$ cat src/rtl/calc_hist.sv
// calc_hist: accumulator calculator with debounced one-shot buttons and an
// undoable circular history stack.
//   clk, rst         : system clock, asynchronous active-high reset
//   btnl/btnc/btnr   : operation select {btnl,btnc,btnr}, level-sampled
//   btnd / btnu      : execute / clear buttons (debounced, one-shot)
//   undo             : undo button (debounced, one-shot)
//   sw               : two's complement operand
//   led              : accumulator value
//   zero             : accumulator == 0
//   ovf              : signed overflow of the last executed ADD/SUB
//   hist_cnt         : number of valid history entries
module calc_hist #(
  parameter int unsigned WIDTH    = 16,
  parameter int unsigned DEPTH    = 8,
  parameter int unsigned DEBOUNCE = 4
) (
  input  logic                       clk,
  input  logic                       rst,
  input  logic                       btnl,
  input  logic                       btnc,
  input  logic                       btnr,
  input  logic                       btnd,
  input  logic                       btnu,
  input  logic                       undo,
  input  logic [WIDTH-1:0]           sw,
  output logic [WIDTH-1:0]           led,
  output logic                       zero,
  output logic                       ovf,
  output logic [$clog2(DEPTH+1)-1:0] hist_cnt
);

  localparam int unsigned CW = $clog2(DEBOUNCE + 1);
  localparam int unsigned SW = $clog2(WIDTH);
  localparam int unsigned PW = $clog2(DEPTH);
  localparam int unsigned HW = $clog2(DEPTH + 1);

  localparam logic [CW-1:0] DB_MAX  = CW'(DEBOUNCE);
  localparam logic [CW-1:0] DB_LAST = CW'(DEBOUNCE - 1);
  localparam logic [PW-1:0] P_LAST  = PW'(DEPTH - 1);
  localparam logic [HW-1:0] H_FULL  = HW'(DEPTH);

  typedef enum logic [2:0] {
    OP_ADD = 3'b000,
    OP_SUB = 3'b001,
    OP_AND = 3'b010,
    OP_OR  = 3'b011,
    OP_XOR = 3'b100,
    OP_SLL = 3'b101,
    OP_SRA = 3'b110,
    OP_SLT = 3'b111
  } op_t;

  // Button lanes: 0 = undo, 1 = execute, 2 = clear
  logic [2:0]    raw, s1, s2, pulse;
  logic [CW-1:0] cnt [3];

  assign raw = {btnu, btnd, undo};

  always_ff @(posedge clk or posedge rst) begin
    if (rst) begin
      s1    <= '0;
      s2    <= '0;
      pulse <= '0;
      for (int unsigned i = 0; i < 3; i++) cnt[i] <= '0;
    end else begin
      s1 <= raw;
      s2 <= s1;
      for (int unsigned i = 0; i < 3; i++) begin
        if (!s2[i])
          cnt[i] <= '0;
        else if (cnt[i] != DB_MAX)
          cnt[i] <= cnt[i] + 1'b1;
        // fires only on the step into DB_MAX; saturation keeps it one-shot
        pulse[i] <= s2[i] && (cnt[i] == DB_LAST);
      end
    end
  end

  logic [WIDTH-1:0] acc;
  logic [WIDTH-1:0] mem [DEPTH];
  logic [PW-1:0]    wptr, wptr_next, wptr_prev;

  logic             do_clr, do_exe, do_undo, push;
  op_t              op;
  logic [WIDTH-1:0] sum, diff, res;
  logic [SW-1:0]    sh;
  logic             alu_ov;

  assign do_clr  = pulse[2];
  assign do_exe  = pulse[1] & ~pulse[2];
  assign do_undo = pulse[0] & ~pulse[1] & ~pulse[2];
  assign push    = do_clr | do_exe;

  assign wptr_next = (wptr == P_LAST) ? '0 : wptr + 1'b1;
  assign wptr_prev = (wptr == '0) ? P_LAST : wptr - 1'b1;

  assign op   = op_t'({btnl, btnc, btnr});
  assign sum  = acc + sw;
  assign diff = acc - sw;
  assign sh   = sw[SW-1:0];

  always_comb begin
    res    = '0;
    alu_ov = 1'b0;
    unique case (op)
      OP_ADD: begin
        res    = sum;
        alu_ov = (acc[WIDTH-1] == sw[WIDTH-1]) && (sum[WIDTH-1] != acc[WIDTH-1]);
      end
      OP_SUB: begin
        res    = diff;
        alu_ov = (acc[WIDTH-1] != sw[WIDTH-1]) && (diff[WIDTH-1] != acc[WIDTH-1]);
      end
      OP_AND: res = acc & sw;
      OP_OR:  res = acc | sw;
      OP_XOR: res = acc ^ sw;
      OP_SLL: res = acc << sh;
      OP_SRA: res = $signed(acc) >>> sh;
      OP_SLT: res[0] = $signed(acc) < $signed(sw);
      default: res = '0;
    endcase
  end

  always_ff @(posedge clk) begin
    if (push) mem[wptr] <= acc;
  end

  always_ff @(posedge clk or posedge rst) begin
    if (rst) begin
      acc      <= '0;
      ovf      <= 1'b0;
      hist_cnt <= '0;
      wptr     <= '0;
    end else if (do_clr) begin
      acc  <= '0;
      ovf  <= 1'b0;
      wptr <= wptr_next;
      if (hist_cnt != H_FULL) hist_cnt <= hist_cnt + 1'b1;
    end else if (do_exe) begin
      acc  <= res;
      ovf  <= alu_ov;
      wptr <= wptr_next;
      if (hist_cnt != H_FULL) hist_cnt <= hist_cnt + 1'b1;
    end else if (do_undo) begin
      ovf <= 1'b0;
      if (hist_cnt != '0) begin
        acc      <= mem[wptr_prev];
        wptr     <= wptr_prev;
        hist_cnt <= hist_cnt - 1'b1;
      end
    end
  end

  assign led  = acc;
  assign zero = (acc == '0);

endmodule

$ cat config.mk
export PLATFORM = sky130hd
export DESIGN_NAME = calc_hist
export DESIGN_NICKNAME = d
export VERILOG_FILES = /design/src/rtl/calc_hist.sv
export SDC_FILE = /design/constraint.sdc
export NUM_CORES = 1
export LEC_CHECK = 0
export ABC_AREA = 1
export CELL_PAD_IN_SITES_DETAIL_PLACEMENT = 2
export CELL_PAD_IN_SITES_GLOBAL_PLACEMENT = 2
export CORE_MARGIN = 10
export CORE_UTILIZATION = 40
export CTS_CLUSTER_DIAMETER = 40
export DETAILED_ROUTE_END_ITERATION = 12
export GPL_TIMING_DRIVEN = 0
export PLACE_DENSITY_LB_ADDON = 0.1
export SETUP_SLACK_MARGIN = 0.4
export SLEW_MARGIN = 25
export SYNTH_ARGS = -nofsm -noshare
export SYNTH_HDL_FRONTEND = slang
export SYNTH_SLANG_ARGS = --single-unit
$ cat constraint.sdc
create_clock -name clk -period 3.9 [get_ports clk]
set_clock_uncertainty 0.1 [all_clocks]
set_input_delay 0.78 -clock clk [delete_from_list [all_inputs] [get_ports clk]]
set_output_delay 0.78 -clock clk [all_outputs]
set_load 0.02 [all_outputs]
==> Word-level counts from Yosys, hierarchy flattened <==
Memories as Yosys holds them, arrays and structs flattened.
Index checks and enable logic that the tools add are counted.
{ "op_classes": {"shifts": 2, "reduce_logical": 12, "n_eq_ne": 22, "mux": 29, "n_bitwise": 9, "n_addsub": 9, "n_lt_le_gt_ge": 1} }
{ "ops": {"columns": ["cell", "n"], "rows": [
  ["15-bit one-hot mux with 7 select lines", 1],
  ["16-bit two-way mux", 4],
  ["3-bit two-way mux", 12],
  ["4-bit two-way mux", 5],
  ["16-bit adder", 1],
  ["16-bit AND", 1],
  ["16-bit zero test", 1],
  ["16-bit < comparator", 1],
  ["16-bit OR", 1],
  ["16-bit by 4-bit left shift with 16-bit output", 1],
  ["16-bit by 4-bit >>> shifter with 16-bit output", 1],
  ["16-bit subtractor", 1],
  ["16-bit XOR", 1],
  ["3-bit by 2-bit == test with 1-bit output, second input constant", 5],
  ["3-bit == test, second input constant", 5],
  ["3-bit by 1-bit adder with 3-bit output, second input constant", 4],
  ["3-bit inequality test, second input constant", 3],
  ["1-bit one-hot mux with 8 select lines", 1],
  ["3-bit zero test", 2],
  ["2-bit by 1-bit inequality test with 1-bit output, second input constant", 3],
  ["3-bit nonzero test", 2],
  ["1-bit logical AND", 5],
  ["1-bit two-way mux", 5],
  ["4-bit by 1-bit adder with 4-bit output, second input constant", 1],
  ["12 further kinds", 17]
]} }
{ "word_totals": {"inputBits": 24, "ramBits": 128, "word_cells": 95, "mem_count": 1, "ff_bits": 42} }
{ "mem_list": {"columns": ["memory", "depth", "width", "rd", "rd_ports_with_merged_regs", "write_ports", "line_no", "rtl"], "rows": [
  ["mem", 8, 16, 1, 0, 1, "80", "logic [WIDTH-1:0] mem [DEPTH];"]
]} }

==> Longest topological paths before layout <==
Gate-level depths: netlist of the first run.
An unclocked memory read counts as a cell.
{ "logic_depth": {"word_depth": 7, "mapped_depth": 17, "mapped_depth_nobuf": 15} }

==> Worst setup path after synthesis of the first run <==
Ideal clock, no wire load.
{ "synth_path": {"path_type": "input-to-reg", "from": "input port sw[2]", "to": "register acc[15], in the netlist led[15]", "t_arrival_ns": 2.570, "path_slack_ns": 1.152, "setup_ns": 0.077, "stages": 16, "cell_sequence": "clkbuf_2 clkinv_1 buf_2 ha_1 buf_6 a21oi_1 nand2_1 nand2_1 nand2_1 nand2_1 nand2_1 nand2_1 nand3_1 nand3_1 nand2_1 a21oi_1"} }
{ "synth_via": {"elab_chain_len": 4, "word_cells_on_any_way": 7, "classes_between": "2 x add/sub; 2 x shift; 3 x mux"} }
{ "synth_lines": {"columns": ["item", "line_no", "rtl"], "rows": [
  ["start: declaration", "25", "input logic [WIDTH-1:0] sw,"],
  ["16-bit subtractor, or another cell as far along", "99", "assign diff = acc - sw;"],
  ["15-bit one-hot mux with 7 select lines *", "105", "unique case (op)"],
  ["16-bit two-way mux *", "139", "end else if (do_exe) begin"],
  ["16-bit two-way mux *", "134", "end else if (do_clr) begin"],
  ["end signal: assignment", "140", "acc <= res;"],
  ["end signal: assignment", "147", "acc <= mem[wptr_prev];"],
  ["end: declaration", "79", "logic [WIDTH-1:0] acc;"]
]} }
Mark *: on every way between the ends. The rest lies on a longest branch, timed or not.
A chain may end at the register's enable or synchronous reset.

==> Final worst setup path of the first run <==
{ "layout_path": {"from": "register acc[10], in the netlist led[10]", "to": "register ovf"} }
{ "layout_via": {"elab_chain_len": 6, "word_cells_on_any_way": 9, "classes_between": "2 x add/sub; 2 x eq/ne; 3 x mux; 2 x reduce/logical"} }
{ "layout_lines": {"columns": ["item", "line_no", "rtl"], "rows": [
  ["16-bit subtractor / 16-bit adder (equally long branches)", "99, 98", null],
  ["1-bit inequality test (on tied branches)", "112, 108", null],
  ["1-bit logical AND (on tied branches)", "112, 108", null],
  ["1-bit one-hot mux with 2 select lines *", "105", null],
  ["1-bit two-way mux *", "139", null],
  ["1-bit two-way mux *", "134", null],
  ["end signal: assignment", "141", "ovf <= alu_ov;"],
  ["end: declaration", "28", "output logic ovf,"]
]} }
Marks and branches as above.

==> flow_summary_export.csv, run 1 <==
group,metric,value,unit
run_status,status,"complete, no violations",
routing,drtIter0Drc,755,
routing,first_pass_iters,5,
critical_path,path_delay_family,"flip-flops",
place,globalplace.congestion,0.975,
logic_synthesis,synth.cell_area,0.0113,mm²
critical_path,rrSetupSlack,0.64,ns
cts,clock-sinks,170,
logic_synthesis,ys_types,49,
logic_synthesis,synth_seq_cells,170,
grt,grt.total_usage,0.285,
critical_path,worstSetupPathType,"register to register",
cells_and_area,drive_gt1_frac,0.108,
critical_path,critPathMaxStageDelay,1.04,ns
sta,fin_crit,3.26,ns
place,pre_cts_ws,-0.529,ns
sta,fmax,307,MHz
logic_synthesis,ys_seq_area_frac,0.434,
critical_path,crit_fanout,16,
sta,rsz0062_at_grt,"no",
floorplan,die_h,188,µm
cts,clk_pin_slew_worst_paths,0.07,ns
critical_path,required,4.18,ns
critical_path,cp.depth,13,
logic_synthesis,yosysWarnings,0,
sta,slew_headroom,0.301,
cells_and_area,fillers,3179,
cts,clk_root_buffer_cell,"clkbuf_16",
grt,antenna_found_initial,0,
floorplan,floorplan.die_area,0.0353,mm²
pwr,vdd_drop_max,403,µV
cts,numCtsBuffers,17,
grt,grt_pass1_vias,12200,
cells_and_area,nets,1590,
floorplan,fp-row-count,61,
critical_path,r2r_cells,13,
critical_path,r2r_start,"led[10]",
critical_path,endpoint,"ovf",
critical_path,worstSetupStartpoint,"led[10]",
pwr,leakagePower,0.00565,µW
sta,hold_viol,0,
grt,grt_max_degree,30,
logic_synthesis,synth.area.top_cells,"edfxtp_1 (34%), nand2_1 (13%), dfrtp_1 (9.3%)",
critical_path,crit_chain,"inv_1 > ha_1 > buf_4 > inv_1 > a21oi_1 > nand2_1 > a21oi_1 > nand2_1 > xor2_1 > nand3_1 > nand2_2 > nand2_1 > nand2_1",
critical_path,cpMostUsedCell,"nand2_1",
routing,wl_per_cell,27.0,µm
job,drv_cap,0,
routing,vias_per_cell,5.82,
cts,cts_max_path_buffers,2,
pwr,power.density,773,mW/mm²
critical_path,path_buf_inv,3,
place,io_buffers,45,
cells_and_area,area_delta_synth_final,14.7,%
critical_path,end_kind,"register",
logic_synthesis,synth_largest_area_cell,"edfxtp_1",
hold_path,hp-class,"register to register",
grt,grt_pass1_wl,76700,µm
sta,slew_viol_final,0,
cts,postCtsHoldBufs,0,
routing,antenna_left,0,
place,hpwl,36700,µm
critical_path,worstPathArrival,3.53,ns
sta,final.setup.worst_slack,0.644,ns
critical_path,worst_path_max_delay_cell,"dfrtp_1",
routing,drc_errors,0,
cts,clk_latency,0.43,ns
cells_and_area,diodes,0,
logic_synthesis,synth_top_area_share,0.341,
floorplan,die_w,188,µm
grt,grt_overflow,0,
critical_path,reg2reg_to,"ovf",
logic_synthesis,avgSynthCellArea,7.95,µm²
routing,routed_wl,50800,µm
floorplan,core_area,0.0278,mm²
cells_and_area,fin_util,0.466,
floorplan,io_pins,46,
sta,period_share,0.835,
cts,cts_tree,"built",
cts,h-tree-depth,4,
logic_synthesis,postSynthCellCount,1420,
logic_synthesis,syn-num-nets,1519,
sta,setup_viol,0,
routing,vias,11000,
floorplan,initial_core_util,0.406,
sta,worstMarginPinSlew,1.05,ns
critical_path,cp-start-kind,"register",
layer usage:
metal  up-vias  global-route usage  wire length, µm
met4         0               0.171             2880
met1      5608               0.323            20200
li1       4917                   -                -
met5         -                   0                0
met3       122              0.0473             2230
met2       307               0.493            25500
flip-flops by register name, indices dropped and copies added (netlist names):
name,count
mem,128
pulse,3
led,16
wptr,3
hist_cnt,4
ovf,1
s1,3
s2,3
cnt,9
worst min-delay path by stage:
| stage | end | depth (start not counted) | startpoint | slack (ns) |
|---|---|---|---|---|
| floorplan | s2[0] | 0 | s1[0] | 0.23 |
| detailed placement | s2[1] | 0 | s1[1] | 0.25 |
| global route | s2[0] | 0 | s1[0] | 0.28 |
| global placement | s2[2] | 0 | s1[2] | 0.23 |
| finish | s2[2] | 0 | s1[2] | 0.26 |
| CTS | s2[2] | 0 | s1[2] | 0.26 |
synth_stat cells, drive strengths merged:
master and instances:
nand2 389, a31oi 9, nor2 130, nand3b 1
o21bai 2, edfxtp 128, a21boi 1, nand3 212
a211oi 5, a31o 6, clkinv 2, xnor2 1
nor3 6, a22oi 1, and2 5, o22ai 10
ha 73, or2 3, nor4 2, a32o 7
clkbuf 7, dfrtp 42, o211ai 9, a21oi 82
o21ai 67, fa 2, nand4 18, xor2 4
a221oi 1, inv 142, buf 53
cells by family after synthesis:
kind of cell | after synthesis | share of synthesized area
flip-flops | 170 | 0.434
AO/OA/AOI/OAI | 200 | 0.103
AND/OR/NAND/NOR | 766 | 0.294
buffers and inverters | 204 | 0.0808
XOR/XNOR | 5 | 0.00388
adder cells (fa/ha/maj) | 75 | 0.0845
per-stage QoR:
stage               hold WS [ns]  power, µW  cells  TNS [ns]  instance area (µm²)
detailed placement         0.245       8070   1850     -4.57                12300
floorplan                  0.231       5850   1420         0                11300
global placement           0.234       7690   1843     -3.46                12200
global route               0.280      10600   1882         0                12900
CTS                        0.263       9920   1882         0                12900
finish                     0.261      10000   1882         0                12900
report_power, final:
| group | internal [µW] | switching, µW |
|---|---|---|
| logic | 1600 | 3690 |
| registers | 2330 | 690 |
| clock network | 899 | 787 |
worst reg2reg max path: cells and delay by family (launching register included):
kind / cells / cell delay (ns)
buffers and inverters: 3 / 0.47
XOR/XNOR: 1 / 0.15
AND/OR/NAND/NOR: 6 / 0.64
flip-flops: 1 / 1.04
adder cells (fa/ha/maj): 1 / 0.34
AO/OA/AOI/OAI: 2 / 0.47
cells in the final DEF (no fill, tap or decap), types with 5 or more instances in the layout:
master,netlist,routed
o21ai_1,11,11
a21oi_2,4,5
buf_1,5,5
a31o_2,6,6
nand4_1,18,18
buf_6,9,16
clkdlybuf4s50_1,0,41
nor2_4,4,6
nor2_1,125,117
ha_1,73,73
o211ai_1,8,8
o21ai_0,53,52
dfrtp_1,42,33
nand3_2,5,6
clkbuf_16,0,17
o22ai_1,10,10
a211oi_1,5,5
nand2_1,382,380
buf_2,31,28
a32o_1,7,7
inv_1,128,126
and2_1,5,5
nor2_2,1,7
a21oi_1,78,77
edfxtp_1,128,128
nand3_1,206,205
clkbuf_1,5,6
nor3_1,6,6
dfrtp_2,0,9
inv_2,12,14
nand2_2,7,9
buf_4,8,9
a31oi_1,9,9
inv_6,1,7
layout make-up:
cell class	instances	area, µm²	area share
Tap cell	378	473	0.0365
Timing Repair Buffer	52	544	0.0421
Buffer	60	385	0.0298
Inverter	144	549	0.0424
Clock inverter	13	129	0.00996
Clock buffer	19	433	0.0334
Sequential cell	170	4910	0.379
Multi-Input combinational cell	1046	5520	0.427
what timing repair did:
action                                  in CTS  in global routing
pin swaps                                    0                  0
gates cloned                                 0                  0
resized for setup                           15                 21
endpoints found under the setup margin      16                 15
setup buffers                                0                  0
Power figures use the tool's default switching activity.
==> inputs of run 2 (changes only) <==
--- a/config.mk
+++ b/config.mk
@@ -9,7 +9,7 @@
 export CELL_PAD_IN_SITES_DETAIL_PLACEMENT = 2
 export CELL_PAD_IN_SITES_GLOBAL_PLACEMENT = 2
 export CORE_MARGIN = 10
-export CORE_UTILIZATION = 40
+export CORE_UTILIZATION = 37
 export CTS_CLUSTER_DIAMETER = 40
 export DETAILED_ROUTE_END_ITERATION = 12
 export GPL_TIMING_DRIVEN = 0
==> constraint.sdc (replaced) <==
create_clock -name clk -period 3.21 [get_ports clk]
set_clock_uncertainty 0.1 [all_clocks]
set_input_delay 0.642 -clock clk [delete_from_list [all_inputs] [get_ports clk]]
set_output_delay 0.642 -clock clk [all_outputs]
set_load 0.02 [all_outputs]
==> run 2 against run 1 <==
Net effect:
- non-clock buffer count grew 16
- count of clock-buffer cells in the layout unchanged
- largest power group unchanged
- highest routed layer unchanged
- first-iteration DRC count is 6.8% lower
- global-route usage shrank 2.4 points
- sequential power up 13%
==> flow_summary_export.csv, run 2 (synthesis gave the netlist of run 1 again) <==
group,metric,value,unit
place,dp.cells,1860,
cells_and_area,largest_reg_flops,128,
floorplan,initial_core_util,0.378,
cts,h-tree-depth,4,
cells_and_area,fin_cells,1910,
cells_and_area,area_delta_synth_final,18.3,%
cells_and_area,nets,1606,
critical_path,critPathMaxStageDelay,0.51,ns
critical_path,worstSetupPathType,"input pin to register",
cells_and_area,fin_util,0.447,
sta,slew_headroom,0.348,
routing,wl_per_cell,26.3,µm
routing,first_pass_iters,5,
floorplan,die_w,195,µm
cts,clk_root_buffer_cell,"clkbuf_16",
critical_path,worst_path_max_delay_cell,"clkdlybuf4s50_1",
cts,numCtsBuffers,17,
cells_and_area,final_common_cell,"nand2_1",
pwr,leakagePower,0.00576,µW
sta,rsz0062_at_grt,"yes",
routing,drtIter0Drc,704,
place,io_buffers,45,
cts,clk_latency,0.44,ns
sta,period_share,0.866,
cells_and_area,final_cell_mix,"nand2_1 (368), nand3_1 (199), edfxtp_1 (128)",
routing,drc_errors,0,
cts,clock-sinks,170,
cts,cts_max_path_buffers,2,
grt,grt_pass1_wl,75800,µm
critical_path,crit_fanout,8,
critical_path,end_kind,"register",
cts,postCtsHoldBufs,0,
cts,cts_tree,"built",
critical_path,cpMostUsedCell,"nand2_1",
critical_path,cp-start-kind,"input pin",
hold_path,hold_depth,0,
pwr,vdd_drop_max,438,µV
routing,vias,10900,
grt,grt_overflow,0,
sta,fmax,360,MHz
floorplan,core_area,0.0299,mm²
run_status,status,"complete, no violations",
job,drv_cap,0,
routing,vias_per_cell,5.72,
cells_and_area,drive_gt1_frac,0.157,
floorplan,floorplan.die_area,0.0379,mm²
floorplan,fp-row-count,63,
cts,clk_pin_slew_worst_paths,0.07,ns
grt,grt.total_usage,0.260,
sta,fin_crit,2.78,ns
grt,antenna_found_initial,0,
cells_and_area,largest-register,"mem",
cells_and_area,fillers,3386,
sta,slew_viol_final,0,
place,globalplace.congestion,0.907,
routing,routed_wl,50300,µm
critical_path,r2r_cells,13,
grt,grt_pass1_vias,12000,
place,hpwl,36900,µm
floorplan,die_h,195,µm
grt,grt_max_degree,32,
hold_path,hp-class,"register to register",
critical_path,worstPathArrival,3.00,ns
sta,worstMarginPinSlew,0.974,ns
sta,setup_viol,0,
pwr,power.density,932,mW/mm²
routing,antenna_left,0,
cells_and_area,diodes,0,
critical_path,required,3.43,ns
critical_path,crit_chain,"clkdlybuf4s50_1 > inv_1 > ha_1 > buf_4 > nand2_1 > nand3b_1 > nand2_2 > nand2_1 > nand2_1 > nand2_1 > nand3_1 > nand4_1 > nand3_1 > nand2_1",
sta,hold_viol,0,
floorplan,io_pins,46,
run 2: cell count changes in the layout (fill, tap and decap cells not counted), sizes merged:
cell / before / now
buf: 60 / 78
bufinv: 1 / 0
clkdlybuf4s15: 0 / 1
clkdlybuf4s50: 41 / 37
clkinv: 3 / 6
clkinvlp: 1 / 2
dlygate4sd2: 0 / 1
inv: 152 / 149
run 2: area by class of cell:
type / instances / area, µm² / area share
Buffer: 60 / 419 / 0.0314
Clock buffer: 19 / 454 / 0.0340
Clock inverter: 13 / 104 / 0.00778
Inverter: 144 / 562 / 0.0421
Multi-Input combinational cell: 1046 / 5720 / 0.428
Sequential cell: 170 / 4950 / 0.371
Tap cell: 390 / 488 / 0.0366
Timing Repair Buffer: 68 / 653 / 0.0489
run 2: final timing paths:
check / start / endpoint / slack, ns
worst max-delay path: sw[5] / led[8] / 0.43
worst min-delay path: s1[1] / s2[1] / 0.25
worst max register to register: led[5] / led[8] / 0.48
worst min register to register: s1[1] / s2[1] / 0.25
max in group asynchronous: rst / led[12] / 2.12
min in group asynchronous: rst / pulse[0] / 0.39
run 2: per-layer routing:
layer	vias to the layer above	wire length, µm	global-route usage	share of wire
met5	-	0	0	0
met4	0	1930	0.117	0.038
met3	77	1950	0.0317	0.039
met2	300	25900	0.462	0.52
met1	5589	20500	0.308	0.41
li1	4961	-	-	-
run 2: what timing repair did:
item                       in CTS  in global routing
setup endpoints to repair      28                 14
resized for setup              73                 72
pin swaps                       5                  9
setup buffers                   7                 11
run 2: report_power, final:
group | switching, µW | internal, µW | total, µW | leakage (µW)
logic | 4850 | 2180 | 7030 | 0.00385
registers | 537 | 2890 | 3420 | 0.00164
clock network | 935 | 1060 | 1990 | 0.000275
total | 6320 | 6120 | 12400 | 0.00576
run 2: critical path, delay by kind of cell:
kind                     cells  cell delay, ns
adder cells (fa/ha/maj)      1            0.29
buffers and inverters        3            0.78
AND/OR/NAND/NOR             10            1.27
run 2: metrics by stage:
| stage | worst slack [ns] | TNS, ns | total power (µW) | instance area [µm²] | hold slack, ns |
|---|---|---|---|---|---|
| CTS | 0.341 | 0 | 12100 | 13100 | 0.254 |
| global route | 0.341 | 0 | 13200 | 13300 | 0.274 |
| detailed placement | -1.01 | -13.28 | 9790 | 12300 | 0.238 |
| floorplan | 0.600 | 0 | 7100 | 11300 | 0.231 |
| finish | 0.432 | 0 | 12400 | 13300 | 0.253 |
| global placement | -0.974 | -12.67 | 9400 | 12200 | 0.234 |
